$ cat config.mk
export PLATFORM = sky130hd
export DESIGN_NAME = fp_match_engine
export DESIGN_NICKNAME = d
export VERILOG_FILES = /design/src/rtl/fp_match_engine.sv
export SDC_FILE = /design/constraint.sdc
export NUM_CORES = 1
export LEC_CHECK = 0
export BUFFER_PORTS_ARGS = -buffer_cell sky130_fd_sc_hd__buf_2
export CAP_MARGIN = 10
export CORE_MARGIN = 4
export CORE_UTILIZATION = 40
export DETAILED_ROUTE_END_ITERATION = 10
export PLACE_DENSITY = 0.6
export SYNTH_ARGS = -nofsm -noshare
export SYNTH_HDL_FRONTEND = slang
export SYNTH_SLANG_ARGS = --single-unit
$ cat constraint.sdc
create_clock -name clk -period 3.67 [get_ports clk]
set_clock_uncertainty 0.05 [all_clocks]
set_input_delay 0.734 -clock clk [delete_from_list [all_inputs] [get_ports clk]]
set_output_delay 0.734 -clock clk [all_outputs]
set_load 0.02 [all_outputs]
$ cat src/rtl/fp_match_engine.sv
// Template store with sequential match search.
// Enrollment writes templates in ring order. A query latches a probe and scans
// one entry per cycle, from index 0 upward. The result is then held until the
// consumer takes it.
//
// state | meaning
// IDLE  | accepts clear, query or enrollment (in that priority order)
// SCAN  | compares one entry per cycle against the probe
// DONE  | result presented; waits for result_ready
module fp_match_engine #(
  parameter int DEPTH = 16,
  parameter int WIDTH = 8
) (
  input  logic                       clk,
  input  logic                       rst,
  input  logic                       enroll_valid,
  input  logic [WIDTH-1:0]           enroll_data,
  output logic                       enroll_ready,
  input  logic                       query_valid,
  input  logic [WIDTH-1:0]           query_data,
  output logic                       query_ready,
  input  logic                       clear,
  output logic                       result_valid,
  input  logic                       result_ready,
  output logic                       result_match,
  output logic [$clog2(DEPTH)-1:0]   result_index,
  output logic [WIDTH-1:0]           result_data,
  output logic [$clog2(DEPTH):0]     entry_count
);

  localparam int IW = $clog2(DEPTH);

  typedef enum logic [1:0] {IDLE, SCAN, DONE} state_t;

  state_t            state, state_nxt;
  logic [WIDTH-1:0]  store [DEPTH];
  logic [DEPTH-1:0]  valid;
  logic [IW-1:0]     wr_ptr;
  logic [IW-1:0]     scan_idx;
  logic [WIDTH-1:0]  probe;
  logic              hit;
  logic              scan_last;
  logic              query_fire;
  logic              enroll_fire;

  assign hit         = valid[scan_idx] && (store[scan_idx] == probe);
  assign scan_last   = (scan_idx == IW'(DEPTH - 1));
  assign query_fire  = query_valid && query_ready;
  assign enroll_fire = enroll_valid && enroll_ready;
  assign result_data = probe;

  // State register
  always_ff @(posedge clk or posedge rst) begin
    if (rst) state <= IDLE;
    else     state <= state_nxt;
  end

  // Next-state logic
  always_comb begin
    state_nxt = state;
    case (state)
      IDLE:    if (query_fire) state_nxt = SCAN;
      SCAN:    if (hit || scan_last) state_nxt = DONE;
      DONE:    if (result_ready) state_nxt = IDLE;
      default: state_nxt = IDLE;
    endcase
  end

  // Handshake outputs; a pending query blocks enrollment
  always_comb begin
    query_ready  = (state == IDLE) && !clear;
    enroll_ready = (state == IDLE) && !clear && !query_valid;
    result_valid = (state == DONE);
  end

  // Template data array; contents survive reset, validity lives in valid[]
  always_ff @(posedge clk) begin
    if (enroll_fire) store[wr_ptr] <= enroll_data;
  end

  // Bookkeeping, probe capture and scan result
  always_ff @(posedge clk or posedge rst) begin
    if (rst) begin
      valid        <= '0;
      wr_ptr       <= '0;
      entry_count  <= '0;
      probe        <= '0;
      scan_idx     <= '0;
      result_match <= 1'b0;
      result_index <= '0;
    end else begin
      if (state == IDLE && clear) begin
        valid       <= '0;
        wr_ptr      <= '0;
        entry_count <= '0;
      end else if (enroll_fire) begin
        valid[wr_ptr] <= 1'b1;
        wr_ptr        <= wr_ptr + IW'(1);
        if (entry_count != (IW+1)'(DEPTH)) entry_count <= entry_count + (IW+1)'(1);
      end

      if (query_fire) begin
        probe    <= query_data;
        scan_idx <= '0;
      end else if (state == SCAN) begin
        scan_idx <= scan_idx + IW'(1);
        if (hit) begin
          result_match <= 1'b1;
          result_index <= scan_idx;
        end else if (scan_last) begin
          result_match <= 1'b0;
          result_index <= '0;
        end
      end
    end
  end

endmodule

==> metrics.csv, run 1 <==
metric,value,unit
rr_startpoint,scan_idx[2]$_DFFE_PP0P_,
rows,48,
status,"finished, final reports clean",
synthFlopType,edfxtp_1,
vdd_drop_max,0.384,mV
synth_area_leaders,"edfxtp_1, dfrtp_1, mux4_2",
power_frac_comb,0.267,
insertion_delay,0.42,ns
power.leakage,0.00312,uW
syn_nets,450,
hold_class,reg2reg,
yosysSeqAreaShare,0.698,
r2r_setup_slack,0.41,ns
cts_setup_buffers,0,
firstDrtPassIters,4,
period_minus_slack,3.26,ns
initial_utilization,0.408,
endpoint_kind,register,
synth_cell_types,45,
finalPower,5720,uW
synth_area,7090,um2
antenna_found_initial,1,
path_class,reg2reg,
drt-initial-drc-count,272,
r2r_cells,7,
placed_area,7750,um2
path_depth,7,
switching_share,0.294,
grt_pass1_vias,4070,
syn_inst,421,
wl_per_cell,21.1,um
yosys.cell_count.top_type,edfxtp_1,
io-pin-count,43,
fin_crit_sh,0.889,
dp.cells,702,
clockBufferDepth,2,
slew_violations,0,
routed_wl,15500,um
synth-xor-area-share,0.0222,
antenna_left,0,
start_kind,register,
cts_sinks,172,
via_per_inst,5.24,
synth.area.mux_share,0.159,
ys_seq_elements,172,
yosys.area_share.simple,0.0703,
cp_num_buf_inv,1,
setup-violations-final,0,
cp_cell_sequence,"buf_4, mux4_2, mux4_2, xnor2_1, nand4_1, nor4_4, mux2_4",
synth_top_area_share,0.542,
min_from,valid[1]$_DFFE_PP0P_,
fmax,307,MHz
cap_violations,0,
worstMarginPinSlew,1.02,ns
synth_edf_count,128,
synth_top_family_by_area,multiplexers,
p_sw,1680,uW
fin_util,0.481,
hold_path_end,valid[1]$_DFFE_PP0P_,
cts_inserted_buffers,17,
drc_errors,0,
power.internal,4030,uW
die_h,141,um
clock-root-buffer,clkbuf_16,
grt_pass1_wl,24400,um
max_stage_delay,0.68,ns
cp_max_fo,18,
core-area,17400,um2
p_per_area,684,nW/um2
crit_family,multiplexers,
die_area,19900,um2
ys_top_cells_by_count,"edfxtp_1, nor2_1, dfrtp_1",
die_w,141,um
cpMostUsedCell,mux4_2,
async_flop_share,0.256,
grt_overflow,0,
ys_warn_count,0,
final_cells,734,
clk_pin_slew_worst_paths,0.06,ns
hold_path_depth,2,
finalWeightedCongestion,0.781,
synth_compound_area_frac,0.0212,
final_nets,525,
vias,3846,
p_clk_frac,0.316,
cts_max_level,4,
critPathSlowestCell,dfrtp_2,
portBuffers,42,
timing.setup.tns,0,ns
dp_hpwl,10700,um
r2r_end,result_index[1]$_DFFE_PP0P_,
cts_tree,done,
final_area,8350,um2
yosys.area.top_type,edfxtp_1,
p_seq_frac,0.417,
critical_path_arrival,3.52,ns
maxSlewHeadroom,0.320,
grt_usage,0.167,
avgSynthCellArea,16.8,um2
synthAdderAreaFrac,0.0124,
grt_setup_unrepaired,false,
syn_to_final_growth,17.8,%
drive_above_1_share,0.314,
hold_buffers,0,
grt_max_degree,45,
required,3.93,ns
hold_viol,0,
cts_resized,0,
n_antenna_cell,0,
per-stage QoR:
stage,hold WS (ns),setup WS (ns)
global route,0.467,0.237
detailed placement,0.434,0.394
finish,0.444,0.408
floorplan,0.411,0.438
global placement,0.427,0.435
CTS,0.449,0.365
state kept, by name, summed over array words and instances (netlist names):
signal,cells
result_data,8
state,2
valid,16
store,128
result_index,4
result_match,1
entry_count,5
scan_idx,4
wr_ptr,4
cells in the final DEF, fill, tap and decap left out, types with 2 or more instances in the layout:
cell type / Yosys / final
buf_4: 0 / 31
nand4_1: 4 / 4
clkbuf_16: 0 / 17
buf_2: 8 / 42
clkinvlp_4: 0 / 5
mux2_2: 9 / 9
dfrtp_1: 44 / 42
clkinv_4: 0 / 2
clkinv_2: 0 / 4
and2_1: 4 / 4
xor2_1: 8 / 8
nor3_1: 6 / 6
dfrtp_2: 0 / 2
nor2_1: 59 / 59
nand2b_1: 4 / 4
nand3_1: 3 / 3
edfxtp_1: 128 / 128
nand2_1: 15 / 15
o21ba_2: 2 / 2
bufinv_16: 0 / 3
xnor2_1: 10 / 10
a21oi_1: 3 / 3
o21ai_0: 5 / 5
ha_1: 7 / 7
mux2i_1: 21 / 21
mux4_2: 33 / 33
mux2_4: 3 / 3
inv_1: 8 / 7
inv_2: 1 / 2
nor2b_1: 7 / 7
power by group through the flow:
stage                     clock network (uW)  logic (uW)  registers [uW]
after global placement                     0        1530            2420
after detailed placement                   0        1540            2430
after floorplan                            0        1120            2400
final                                   1800        1530            2380
after global routing                    1930        1670            2410
after CTS                               1840        1550            2390
worst min-delay path, cell delays in order (launching register included):
cell,delay (ns)
dfrtp_1,0.34
nor2_1,0.05
nor2_1,0.07
per-layer routing:
layer	global-route usage	vias to the layer above	part of all wire	routed length [um]
li1	-	1735	-	-
met1	0.227	2000	0.44	6810
met2	0.267	96	0.50	7680
met3	0.0414	13	0.053	816
met4	0.0500	2	0.011	172
met5	0	-	0.00078	12
final cells by class:
type	count	area, um2
fillers	1447	9000
clock buffers	17	425
inverters	10	37.5
repair buffers	74	463
clock inverters	15	174
multi-input cells	221	2020
flip-flops and latches	172	4950
well taps	225	282
how the worst max path moves through the flow:
| stage | from | to | slack [ns] |
|---|---|---|---|
| floorplan | clear | store[0][0]$_DFFE_PP_ | 0.44 |
| global placement | scan_idx[2]$_DFFE_PP0P_ | result_index[1]$_DFFE_PP0P_ | 0.44 |
| detailed placement | scan_idx[2]$_DFFE_PP0P_ | result_index[1]$_DFFE_PP0P_ | 0.39 |
| CTS | scan_idx[2]$_DFFE_PP0P_ | result_index[1]$_DFFE_PP0P_ | 0.37 |
| global route | scan_idx[2]$_DFFE_PP0P_ | result_index[1]$_DFFE_PP0P_ | 0.24 |
| finish | scan_idx[2]$_DFFE_PP0P_ | result_index[1]$_DFFE_PP0P_ | 0.41 |
cell families (layout without fill, tap and decap cells):
group	count (synthesis)	in the layout
AO/OA/AOI/OAI	21	21
XOR/XNOR	18	18
adder cells (fa/ha/maj)	7	7
buffers and inverters	28	116
flip-flops	172	172
multiplexers	67	67
AND/OR/NAND/NOR	108	108
Power figures use the tool's default switching activity.
==> run 2, diff against run 1 <==
--- a/config.mk
+++ b/config.mk
@@ -7,5 +7,4 @@
 export LEC_CHECK = 0
 export BUFFER_PORTS_ARGS = -buffer_cell sky130_fd_sc_hd__buf_2
-export CAP_MARGIN = 10
 export CORE_MARGIN = 4
 export CORE_UTILIZATION = 40
==> constraint.sdc (replaced) <==
create_clock -name clk -period 3.67 [get_ports clk]
set_clock_uncertainty 0.05 [all_clocks]
set_input_delay 0 -clock clk [delete_from_list [all_inputs] [get_ports clk]]
set_output_delay 0 -clock clk [all_outputs]
set_load 0.02 [all_outputs]
==> run 2 against run 1 <==
Register-to-register slack got worse by 0.02 ns; critical path depth increased by 1; sequential cell count unchanged; combinational power about the same; die area unchanged; clock power decreased by 7%; sequential share of layout area decreased by 0.75 points; critical endpoint is now result_index[2]$_DFFE_PP0P_.
==> metrics.csv, run 2 (synthesis results as in run 1) <==
metric,value,unit,change
status,"finished, final reports clean",,
start_kind,register,,
fin_crit_sh,0.893,,+0.00469
grt_setup_unrepaired,false,,
drive_above_1_share,0.290,,-0.0240
core-area,17400,um2,unchanged
vdd_drop_max,0.327,mV,-15%
rows,48,,unchanged
final_cell_mix,"edfxtp_1, nor2_1, dfrtp_1, buf_2, mux4_2",,
antenna_found_initial,0,,-1
grt_max_degree,45,,unchanged
holdWs,0.156,ns,-0.288 ns
n_antenna_cell,0,,unchanged
grt_pass1_vias,3847,,-5.5%
cts_tree,done,,
worstMarginPinSlew,0.945,ns,-0.0740 ns
p_per_area,663,nW/um2,-3.1%
die_w,141,um,unchanged
vias,3889,,+1.1%
cp_max_fo,13,,-5
io-pin-count,43,,unchanged
final_nets,536,,+2.1%
final.fill_count,1438,,-0.62%
setup-violations-final,0,,unchanged
cts_inserted_buffers,17,,unchanged
cts_resized,0,,unchanged
grt_pass1_wl,23400,um,-3.9%
period_minus_slack,3.28,ns,+0.0172 ns
drc_errors,0,,unchanged
portBuffers,42,,unchanged
cap_violations,0,,unchanged
timing.setup.tns,0,ns,unchanged
drt-initial-drc-count,192,,-29%
crit_family,multiplexers,,
r2r_cells,8,,+1
path_class,reg2reg,,
insertion_delay,0.42,ns,about the same
die_area,19900,um2,unchanged
fmax,305,MHz,-0.53%
hold_path_depth,3,,+1
dp_hpwl,9980,um,-6.4%
cts_max_level,4,,unchanged
syn_to_final_growth,19.4,%,
firstDrtPassIters,4,,unchanged
top_register,store,,
slew_violations,0,,unchanged
finalWeightedCongestion,0.796,,+1.9%
path_depth,8,,+1
via_per_inst,5.22,,-0.37%
hold_viol,0,,unchanged
layout_commonest_cell,edfxtp_1,,
cp_cell_sequence,"buf_12, mux4_2, mux2_2, o21ba_2, a32oi_1, nand4_1, nor4_4, mux2_4",,
required,3.93,ns,about the same
maxSlewHeadroom,0.369,,+0.0484
fin_util,0.487,,+0.00620
max_stage_delay,0.58,ns,-0.10 ns
power.leakage,0.00317,uW,+1.5%
clk_pin_slew_worst_paths,0.06,ns,about the same
routed_wl,15600,um,+0.43%
initial_utilization,0.408,,unchanged
grt_usage,0.162,,-0.00431
critPathSlowestCell,dfrtp_2,,
die_h,141,um,unchanged
largest_reg_flops,128,,unchanged
clock-root-buffer,clkbuf_16,,
critical_path_arrival,3.54,ns,+0.02 ns
antenna_left,0,,unchanged
cts_sinks,172,,unchanged
clockBufferDepth,2,,unchanged
cp_num_buf_inv,1,,unchanged
hold_class,in2reg,,
wl_per_cell,20.9,um,-1.1%
grt_overflow,0,,unchanged
endpoint_kind,register,,
run 2: worst paths after layout:
check	startpoint	to	slack [ns]
max	scan_idx[1]$_DFFE_PP0P_	result_index[2]$_DFFE_PP0P_	0.39
min	query_valid	scan_idx[0]$_DFFE_PP0P_	0.16
max reg2reg	scan_idx[1]$_DFFE_PP0P_	result_index[2]$_DFFE_PP0P_	0.39
min reg2reg	valid[9]$_DFFE_PP0P_	valid[9]$_DFFE_PP0P_	0.45
max in group asynchronous	rst	scan_idx[1]$_DFFE_PP0P_	2.62
min in group asynchronous	rst	wr_ptr[0]$_DFFE_PP0P_	0.29
run 2: what timing repair did:
item | in CTS | in global routing
hold endpoints to repair | 181 | 0
setup buffers | 0 | 0
setup endpoints to repair | 0 | 0
hold buffers | 18 | 0
run 2: routing by layer:
| metal | vias to the layer above | global-route usage | share of wire |
|---|---|---|---|
| met5 | - | 0 | 0 |
| met4 | 0 | 0.0617 | 0.023 |
| met3 | 25 | 0.0421 | 0.060 |
| met2 | 106 | 0.249 | 0.47 |
| met1 | 1991 | 0.225 | 0.45 |
| li1 | 1767 | - | - |
run 2: area by class of cell:
| type | count | area (um2) | share of cell area |
|---|---|---|---|
| Multi-Input combinational cell | 221 | 2020 | 0.239 |
| Sequential cell | 172 | 4950 | 0.585 |
| Timing Repair Buffer | 85 | 603 | 0.0713 |
| Clock buffer | 23 | 509 | 0.0602 |
| Clock inverter | 9 | 57.6 | 0.00680 |
| Tap cell | 225 | 282 | 0.0333 |
| Inverter | 10 | 37.5 | 0.00444 |
run 2: metrics by stage:
| stage | cells | setup slack [ns] | area, um2 | total power (uW) |
|---|---|---|---|---|
| floorplan | 421 | 0.710 | 7090 | 3510 |
| global placement | 695 | 0.453 | 7710 | 3950 |
| detailed placement | 695 | 0.377 | 7710 | 3970 |
| CTS | 745 | 0.361 | 8460 | 5670 |
| global route | 745 | 0.190 | 8460 | 5880 |
| finish | 745 | 0.391 | 8460 | 5610 |
run 2: worst reg2reg max path, cell delays in order, from the launching register on:
cell     delay, ns
dfrtp_2       0.58
buf_12        0.22
mux4_2        0.52
mux2_2        0.31
o21ba_2       0.20
a32oi_1       0.17
nand4_1       0.22
nor4_4        0.56
mux2_4        0.34
run 2: report_power, final:
part	switching [uW]	leakage, uW	internal, uW	total (uW)
clock network	704	0.000286	976	1680
logic	758	0.00115	783	1540
registers	185	0.00173	2200	2390
total	1650	0.00317	3960	5610
